<file path="src/rtl/audio_stream_bridge.sv">
// Elastic CH-channel frame FIFO from codec input to codec output, with a
// click-free ramped mute on the output side. AUDIO_BRIDGE_STATS_EN adds over/underrun counters.

module audio_gain_lane #(
  parameter int DATA_W = 32,
  parameter int GAIN_W = 6
) (
  input  logic [DATA_W-1:0] sample,
  input  logic [GAIN_W:0]   gain,
  output logic [DATA_W-1:0] scaled
);
  localparam int PW = DATA_W + GAIN_W + 1;

  logic signed [PW-1:0] sx, gx, prod;
  logic                 unused_prod;

  assign sx = {{(GAIN_W+1){sample[DATA_W-1]}}, sample};
  assign gx = {{DATA_W{1'b0}}, gain};
  assign prod = sx * gx;
  // Arithmetic shift right by GAIN_W, then truncate to DATA_W.
  assign scaled = prod[GAIN_W +: DATA_W];
  assign unused_prod = ^{prod[PW-1], prod[GAIN_W-1:0]};
endmodule

module audio_stream_bridge #(
  parameter int DATA_W = 32,
  parameter int CH     = 2,
  parameter int DEPTH  = 4,
  parameter int GAIN_W = 6
) (
  input  logic                   CLOCK_50,
  input  logic                   resetn,
  input  logic                   audio_in_available,
  input  logic [CH*DATA_W-1:0]   audio_in,
  output logic                   read_audio_in,
  input  logic                   audio_out_allowed,
  output logic [CH*DATA_W-1:0]   audio_out,
  output logic                   write_audio_out,
  input  logic                   mute_req,
  output logic                   mute_done,
  output logic [$clog2(DEPTH):0] fill
`ifdef AUDIO_BRIDGE_STATS_EN
  ,
  output logic [15:0]            overrun_cnt,
  output logic [15:0]            underrun_cnt
`endif
);
  localparam int AW = $clog2(DEPTH);
  localparam int FW = AW + 1;
  localparam logic [FW-1:0]     FULL  = FW'(DEPTH);
  localparam logic [GAIN_W:0]   G_MAX = {1'b1, {GAIN_W{1'b0}}};

  typedef logic [CH-1:0][DATA_W-1:0] frame_t;
  typedef enum logic [1:0] {UNITY, DOWN, MUTED, UP} mute_st_t;

  frame_t          mem [DEPTH];
  frame_t          head, gained;
  logic [AW-1:0]   wr_ptr, rd_ptr;
  logic            push, pop;
  logic [GAIN_W:0] g, g_nxt;
  mute_st_t        st, st_nxt;

  // The strobe terms keep each side to one transfer per two cycles.
  assign push = audio_in_available && (fill < FULL) && !read_audio_in;
  assign pop  = audio_out_allowed && (fill != '0) && !write_audio_out;
  assign head = mem[rd_ptr];
  assign mute_done = (st == MUTED);

  for (genvar c = 0; c < CH; c++) begin : g_lane
    audio_gain_lane #(.DATA_W(DATA_W), .GAIN_W(GAIN_W)) u_lane (
      .sample (head[c]),
      .gain   (g),
      .scaled (gained[c])
    );
  end

  always_comb begin
    st_nxt = st;
    g_nxt  = g;
    case (st)
      UNITY:   if (mute_req)  st_nxt = DOWN;
      MUTED:   if (!mute_req) st_nxt = UP;
      DOWN:    if (!mute_req) st_nxt = UP;
      UP:      if (mute_req)  st_nxt = DOWN;
      default: st_nxt = UNITY;
    endcase
    // Step in the direction just chosen; the popped frame still sees the old g.
    if (pop) begin
      if (st_nxt == DOWN && g != '0)         g_nxt = g - (GAIN_W+1)'(1);
      else if (st_nxt == UP && g != G_MAX)   g_nxt = g + (GAIN_W+1)'(1);
    end
    if (st_nxt == DOWN && g_nxt == '0)    st_nxt = MUTED;
    if (st_nxt == UP   && g_nxt == G_MAX) st_nxt = UNITY;
  end

  always_ff @(posedge CLOCK_50) begin
    if (push) mem[wr_ptr] <= audio_in;
  end

  always_ff @(posedge CLOCK_50 or negedge resetn) begin
    if (!resetn) begin
      read_audio_in   <= 1'b0;
      write_audio_out <= 1'b0;
      audio_out       <= '0;
      fill            <= '0;
      wr_ptr          <= '0;
      rd_ptr          <= '0;
      g               <= G_MAX;
      st              <= UNITY;
    end else begin
      read_audio_in   <= push;
      write_audio_out <= pop;
      st              <= st_nxt;
      g               <= g_nxt;
      if (push) wr_ptr <= wr_ptr + AW'(1);
      if (pop) begin
        rd_ptr    <= rd_ptr + AW'(1);
        audio_out <= gained;
      end
      case ({push, pop})
        2'b10:   fill <= fill + FW'(1);
        2'b01:   fill <= fill - FW'(1);
        default: fill <= fill;
      endcase
    end
  end

`ifdef AUDIO_BRIDGE_STATS_EN
  always_ff @(posedge CLOCK_50 or negedge resetn) begin
    if (!resetn) begin
      overrun_cnt  <= '0;
      underrun_cnt <= '0;
    end else begin
      if (audio_in_available && fill == FULL && overrun_cnt != 16'hFFFF)
        overrun_cnt <= overrun_cnt + 16'd1;
      if (audio_out_allowed && fill == '0 && underrun_cnt != 16'hFFFF)
        underrun_cnt <= underrun_cnt + 16'd1;
    end
  end
`endif
endmodule
</file>
<file path="config.mk">
export PLATFORM = sky130hd
export DESIGN_NAME = audio_stream_bridge
export DESIGN_NICKNAME = d
export VERILOG_FILES = /design/src/rtl/audio_stream_bridge.sv
export SDC_FILE = /design/constraint.sdc
export NUM_CORES = 1
export LEC_CHECK = 0
export CORE_UTILIZATION = 62
export DETAILED_ROUTE_END_ITERATION = 16
export PLACE_DENSITY = 0.81
export SLEW_MARGIN = 25
export SYNTH_ARGS = -nofsm -noshare
export SYNTH_HDL_FRONTEND = slang
export SYNTH_SLANG_ARGS = --single-unit
</file>
<file path="constraint.sdc">
create_clock -name CLOCK_50 -period 6.99 [get_ports CLOCK_50]
set_input_delay 1.398 -clock CLOCK_50 [delete_from_list [all_inputs] [get_ports CLOCK_50]]
set_output_delay 1.398 -clock CLOCK_50 [all_outputs]
set_load 0.05 [all_outputs]
</file>
# Word-level counts from Yosys, hierarchy flattened
# Memory sizes are Yosys's and may differ from the RTL's.
# Index checks and enable logic that the tools add are counted.
[classes] addsub=6 n_mul=2 div=0 order_cmp=1 eq_ne=10 shifts=0 muxes=11 bitwise=0 n_reduce_logical=17
[ops] op="$mul A32 B8 Y38" n=2
[ops] op="$mux W7" n=3
[ops] op="$eq A2 B2 Y1 const B" n=5
[ops] op="$logic_and A1 B1 Y1" n=8
[ops] op="$mux W2" n=4
[ops] op="$add A7 B1 Y7 const B" n=1
[ops] op="$eq A7 B7 Y1 const B" n=1
[ops] op="$logic_not A7 Y1" n=1
[ops] op="$ne A7 B7 Y1 const B" n=1
[ops] op="$reduce_bool A7 Y1" n=1
[ops] op="$sub A7 B1 Y7 const B" n=1
[ops] op="$eq A2 B1 Y1 const B" n=3
[ops] op="$pmux W3 S2" n=1
[ops] op="$add A2 B1 Y2 const B" n=2
[ops] op="$pmux W2 S2" n=1
[ops] op="$reduce_or A2 Y1" n=2
[ops] op="$add A3 B1 Y3 const B" n=1
[ops] op="$lt A3 B3 Y1 const B" n=1
[ops] op="$reduce_bool A3 Y1" n=1
[ops] op="$sub A3 B1 Y3 const B" n=1
[ops] op="$logic_not A1 Y1" n=2
[ops] op="$logic_not A2 Y1" n=1
[ops] op="$mux W1" n=2
[ops] op="$reduce_bool A2 Y1" n=1
[totals] regBits=82 latch_bits=0 mem_bits_rw=256 mem_bits_ro=0 in_bits=69 wordCells=56 memories=1
[mem_list] name="mem" depth=4 width=64 rd=1 rd_clocked_by_memory_dff=0 wr=1 line_no="56" rtl="frame_t mem [DEPTH];"

# Depth between registers and ports, before layout
[logic_depth] ltp_word=14 ltp_mapped=23 depth_no_buf=20

# Hierarchy
# From an unflattened synthesis, not the netlist that was laid out.
[hier_totals] hier_cells=2376 area_unflattened_um2=28208.3
[by_module_without_submodules] mod="audio_stream_bridge" n_inst=1 cells_per_inst=585 area_each_um2=12746.0 seq_area_each_um2=9740.6
[by_module_without_submodules] mod="audio_gain_lane (g_lane[0].u_lane)" n_inst=1 cells_per_inst=900 area_each_um2=7752.4 seq_area_each_um2=0.0
[by_module_without_submodules] mod="audio_gain_lane (g_lane[1].u_lane)" n_inst=1 cells_per_inst=891 area_each_um2=7709.9 seq_area_each_um2=0.0

# Worst setup path before layout
# No wires, ideal clock.
[synth_path] kind="flip-flop to flip-flop" startpoint="reg rd_ptr[0]" endpoint="reg audio_out[30]" setup_time_ps=133 t_arrival_ps=6128 path_slack_ps=729 path_stages_with_launch=21 n_path_buf=2 period_less_slack_ps=6261 cell_sequence="dfrtp_1 buf_6 buf_1 mux4_2 and2_1 fa_1 fa_1 fa_1 inv_1 fa_1 inv_1 ha_1 a21o_1 a221oi_1 o211ai_1 a21oi_2 o2bb2ai_2 a211o_1 a21o_1 a2111oi_2 nor3_1"
[synth_via] elab_chain_cells=2
[synth_rtl] element="start, declared" line_no="58" rtl="logic [AW-1:0] wr_ptr, rd_ptr;"
[synth_rtl] element="start signal, assigned" line_no="117" rtl="rd_ptr <= rd_ptr + AW'(1);"
[synth_rtl] element="$mem_v2 Z4 W64"
[synth_rtl] element="$mul A32 B8 Y38" line_no="19" rtl="assign prod = sx * gx;"
[synth_rtl] element="end signal, assigned" line_no="118" rtl="audio_out <= gained;"
[synth_rtl] element="end, declared" line_no="37" rtl="output logic [CH*DATA_W-1:0] audio_out,"
# No other way between the ends.
# A chain may end at the register's enable or synchronous reset.

# Worst setup path after layout
[layout_path] startpoint="reg rd_ptr[0]" endpoint="reg audio_out[56]"
# Same word-level chain as after synthesis.

==> results_dict.tcl <==
set metrics [dict create \
    use_met3_pct 6.51 \
    final_cell_mix "inv_1, and2_1, fa_1" \
    clock_latency_ps 560 \
    fmax_mhz 151 \
    drt_iter0_drc 1578 \
    yosysWarningCount 0 \
    drc_errors 0 \
    critPathCaptureType "register" \
    slew_viol_final 0 \
    antenna_found_initial 3 \
    hpwl_mm 47.0 \
    required_ps 7390 \
    synth_flop_cell "edfxtp_1" \
    wire_per_inst_um 20.3 \
    start_util_pct 63.3 \
    clkTransAtPathRegs_ps 60 \
    placedCellCount 3024 \
    final.setup.tns_ps 0 \
    cts_buffer_depth 3 \
    wirelength_mm 62.8 \
    cts_resized 0 \
    gr-max-usage-layer "met2" \
    syn_inst 2350 \
    overflow 0 \
    place_congestion 0.933 \
    grt_use_met2_pct 45.8 \
    cts_root_buf "clkbuf_16" \
    worstSetupPathType "register to register" \
    synth_area_um2 27400 \
    synth_top_area_cell "edfxtp_1" \
    finClkSkew_ps 22.8 \
    start_kind "register" \
    min_path_type "register to register" \
    ys_ff_latch 338 \
    area_growth_pct 12.1 \
    die_x_um 212 \
    core_um2 43300 \
    async_flop_share_pct 24.3 \
    yosys.area.top_type_share_pct 28.1 \
    hold_viol 0 \
    portBuffers 138 \
    dieArea_um2 45000 \
    maxCapViolations 0 \
    grt_pass1_wl_mm 101 \
    postRouteAntennaNets 0 \
    vias 17600 \
    grt_max_degree 80 \
    cts_tree "built" \
    final_cells 3091 \
    status "finished clean" \
    cts_setup_buffers 0 \
    synth-seq-area-share_pct 35.6 \
    use_met1_pct 41.8 \
    fin_crit_sh_pct 94.5 \
    ys_top_cells_by_area "edfxtp_1, fa_1, and2_1" \
    nets 3022 \
    layout_commonest_cell "inv_1" \
    cts_sinks 338 \
    cts_buffers 36 \
    grt_pass1_vias 19000 \
    synth_nets 2895 \
    fp.dieH_um 212 \
    critical_path_arrival_ps 7010 \
    grt_use_total_pct 29.4 \
    drt-vias-per-instance 5.70 \
    worst_slew_pin_slew_ps 1070 \
    h-tree-depth 2 \
    rsz0062_at_grt "false" \
    io_pins 139 \
    rows 76 \
    drive_gt1_share_pct 7.35 \
    yosysUniqueCellTypes 64 \
    synth_edf_count 256 \
    finalCriticalPeriod_ps 6610 \
    drtPass1Iterations 7 \
    max_slew_margin_pct 28.4 \
    cts_hold_buf 0 \
    crit_path_max_fanout 35 \
    synth.avg_cell_area_um2 11.6 \
    setup_violations 0 \
]
registers in the layout (all words and copies together) (netlist names):
name	flops
mem	256
g	7
wr_ptr	2
rd_ptr	2
audio_out	64
read_audio_in	1
st	2
fill	3
write_audio_out	1
path summary, 6_finish.rpt:
| path | start | endpoint | slack, ps | depth (start not counted) |
|---|---|---|---|---|
| setup / recovery | rd_ptr[0]$_DFFE_PN0P_ | audio_out[56]$_DFFE_PN0P_ | 380 | 18 |
| hold / removal | audio_out[5]$_DFFE_PN0P_ | audio_out[5]$_DFFE_PN0P_ | 480 | 2 |
| setup reg to reg | rd_ptr[0]$_DFFE_PN0P_ | audio_out[56]$_DFFE_PN0P_ | 380 | 18 |
| hold reg to reg | audio_out[5]$_DFFE_PN0P_ | audio_out[5]$_DFFE_PN0P_ | 480 | 2 |
| max in group asynchronous | resetn | rd_ptr[0]$_DFFE_PN0P_ | 5060 | 2 |
| min in group asynchronous | resetn | fill[2]$_DFFE_PN0P_ | 780 | 1 |
cells by family after synthesis:
| group | after synthesis | synth area share (%) |
|---|---|---|
| and+or+nand+nor | 652 | 13.2 |
| buffers and inverters | 495 | 6.85 |
| adders and majority gates | 476 | 30.6 |
| DFF | 338 | 35.6 |
| AOI/OAI and AO/OA | 231 | 5.47 |
| xor gates and xnor gates | 84 | 2.69 |
| muxes | 74 | 5.66 |
metrics by stage:
step / setup WS (ps) / area [um2] / util (%) / hold slack [ps]
6_report: 385 / 30700 / 70.9 / 476
5_1_grt: 22.0 / 30700 / 70.9 / 503
3_5_place_dp: 481 / 29400 / 68.1 / 470
3_3_place_gp: 586 / 29400 / 68.1 / 462
2_1_floorplan: 729 / 27400 / - / 536
4_1_cts: 445 / 30700 / 70.9 / 484
layout make-up:
type                            instances  area (um2)
Antenna cell                            1        2.50
Clock buffer                           48         987
Clock inverter                         18         236
Fill cell                            2934       12600
Inverter                              410        1540
Multi-Input combinational cell       1517       15800
Sequential cell                       338        9750
Tap cell                              585         732
Timing Repair Buffer                  174        1660
cells in the mapped netlist, drive strengths merged (6+ instances only):
cell / instances
edfxtp: 256
a21oi: 54
mux4: 64
o31ai: 6
mux2: 7
clkbuf: 71
buf: 14
nor2b: 10
nand3: 13
nand4: 10
o311ai: 6
o21ai: 79
and3: 13
o21a: 8
nand2b: 8
o21bai: 10
xor2: 37
ha: 155
inv: 410
nand2: 170
fa: 321
dfrtp: 81
nor2: 32
xnor2: 47
a21o: 30
and2: 375
metal layers:
| layer | wire [um] | vias up |
|---|---|---|
| met5 | 13 | - |
| met4 | 1420 | 2 |
| met3 | 5360 | 105 |
| met2 | 29200 | 723 |
| met1 | 26800 | 8926 |
| li1 | - | 7875 |
critical path, cell delays in order, from the launching register on:
cell and delay [ps]:
dfrtp_4 880, mux4_2 740, and2_1 230, fa_1 490, fa_1 520, fa_1 500
inv_1 50, fa_1 470, inv_1 40, ha_1 350, a21oi_1 90, o21ai_0 300
a21o_1 250, a21oi_1 90, o311ai_0 690, a31oi_1 270, o21ai_0 250, xnor2_1 140
o21ai_0 80
Power is left out: the tool's default activity adds up to more than one toggle a clock period on the data nets, which glitch-free logic cannot reach.
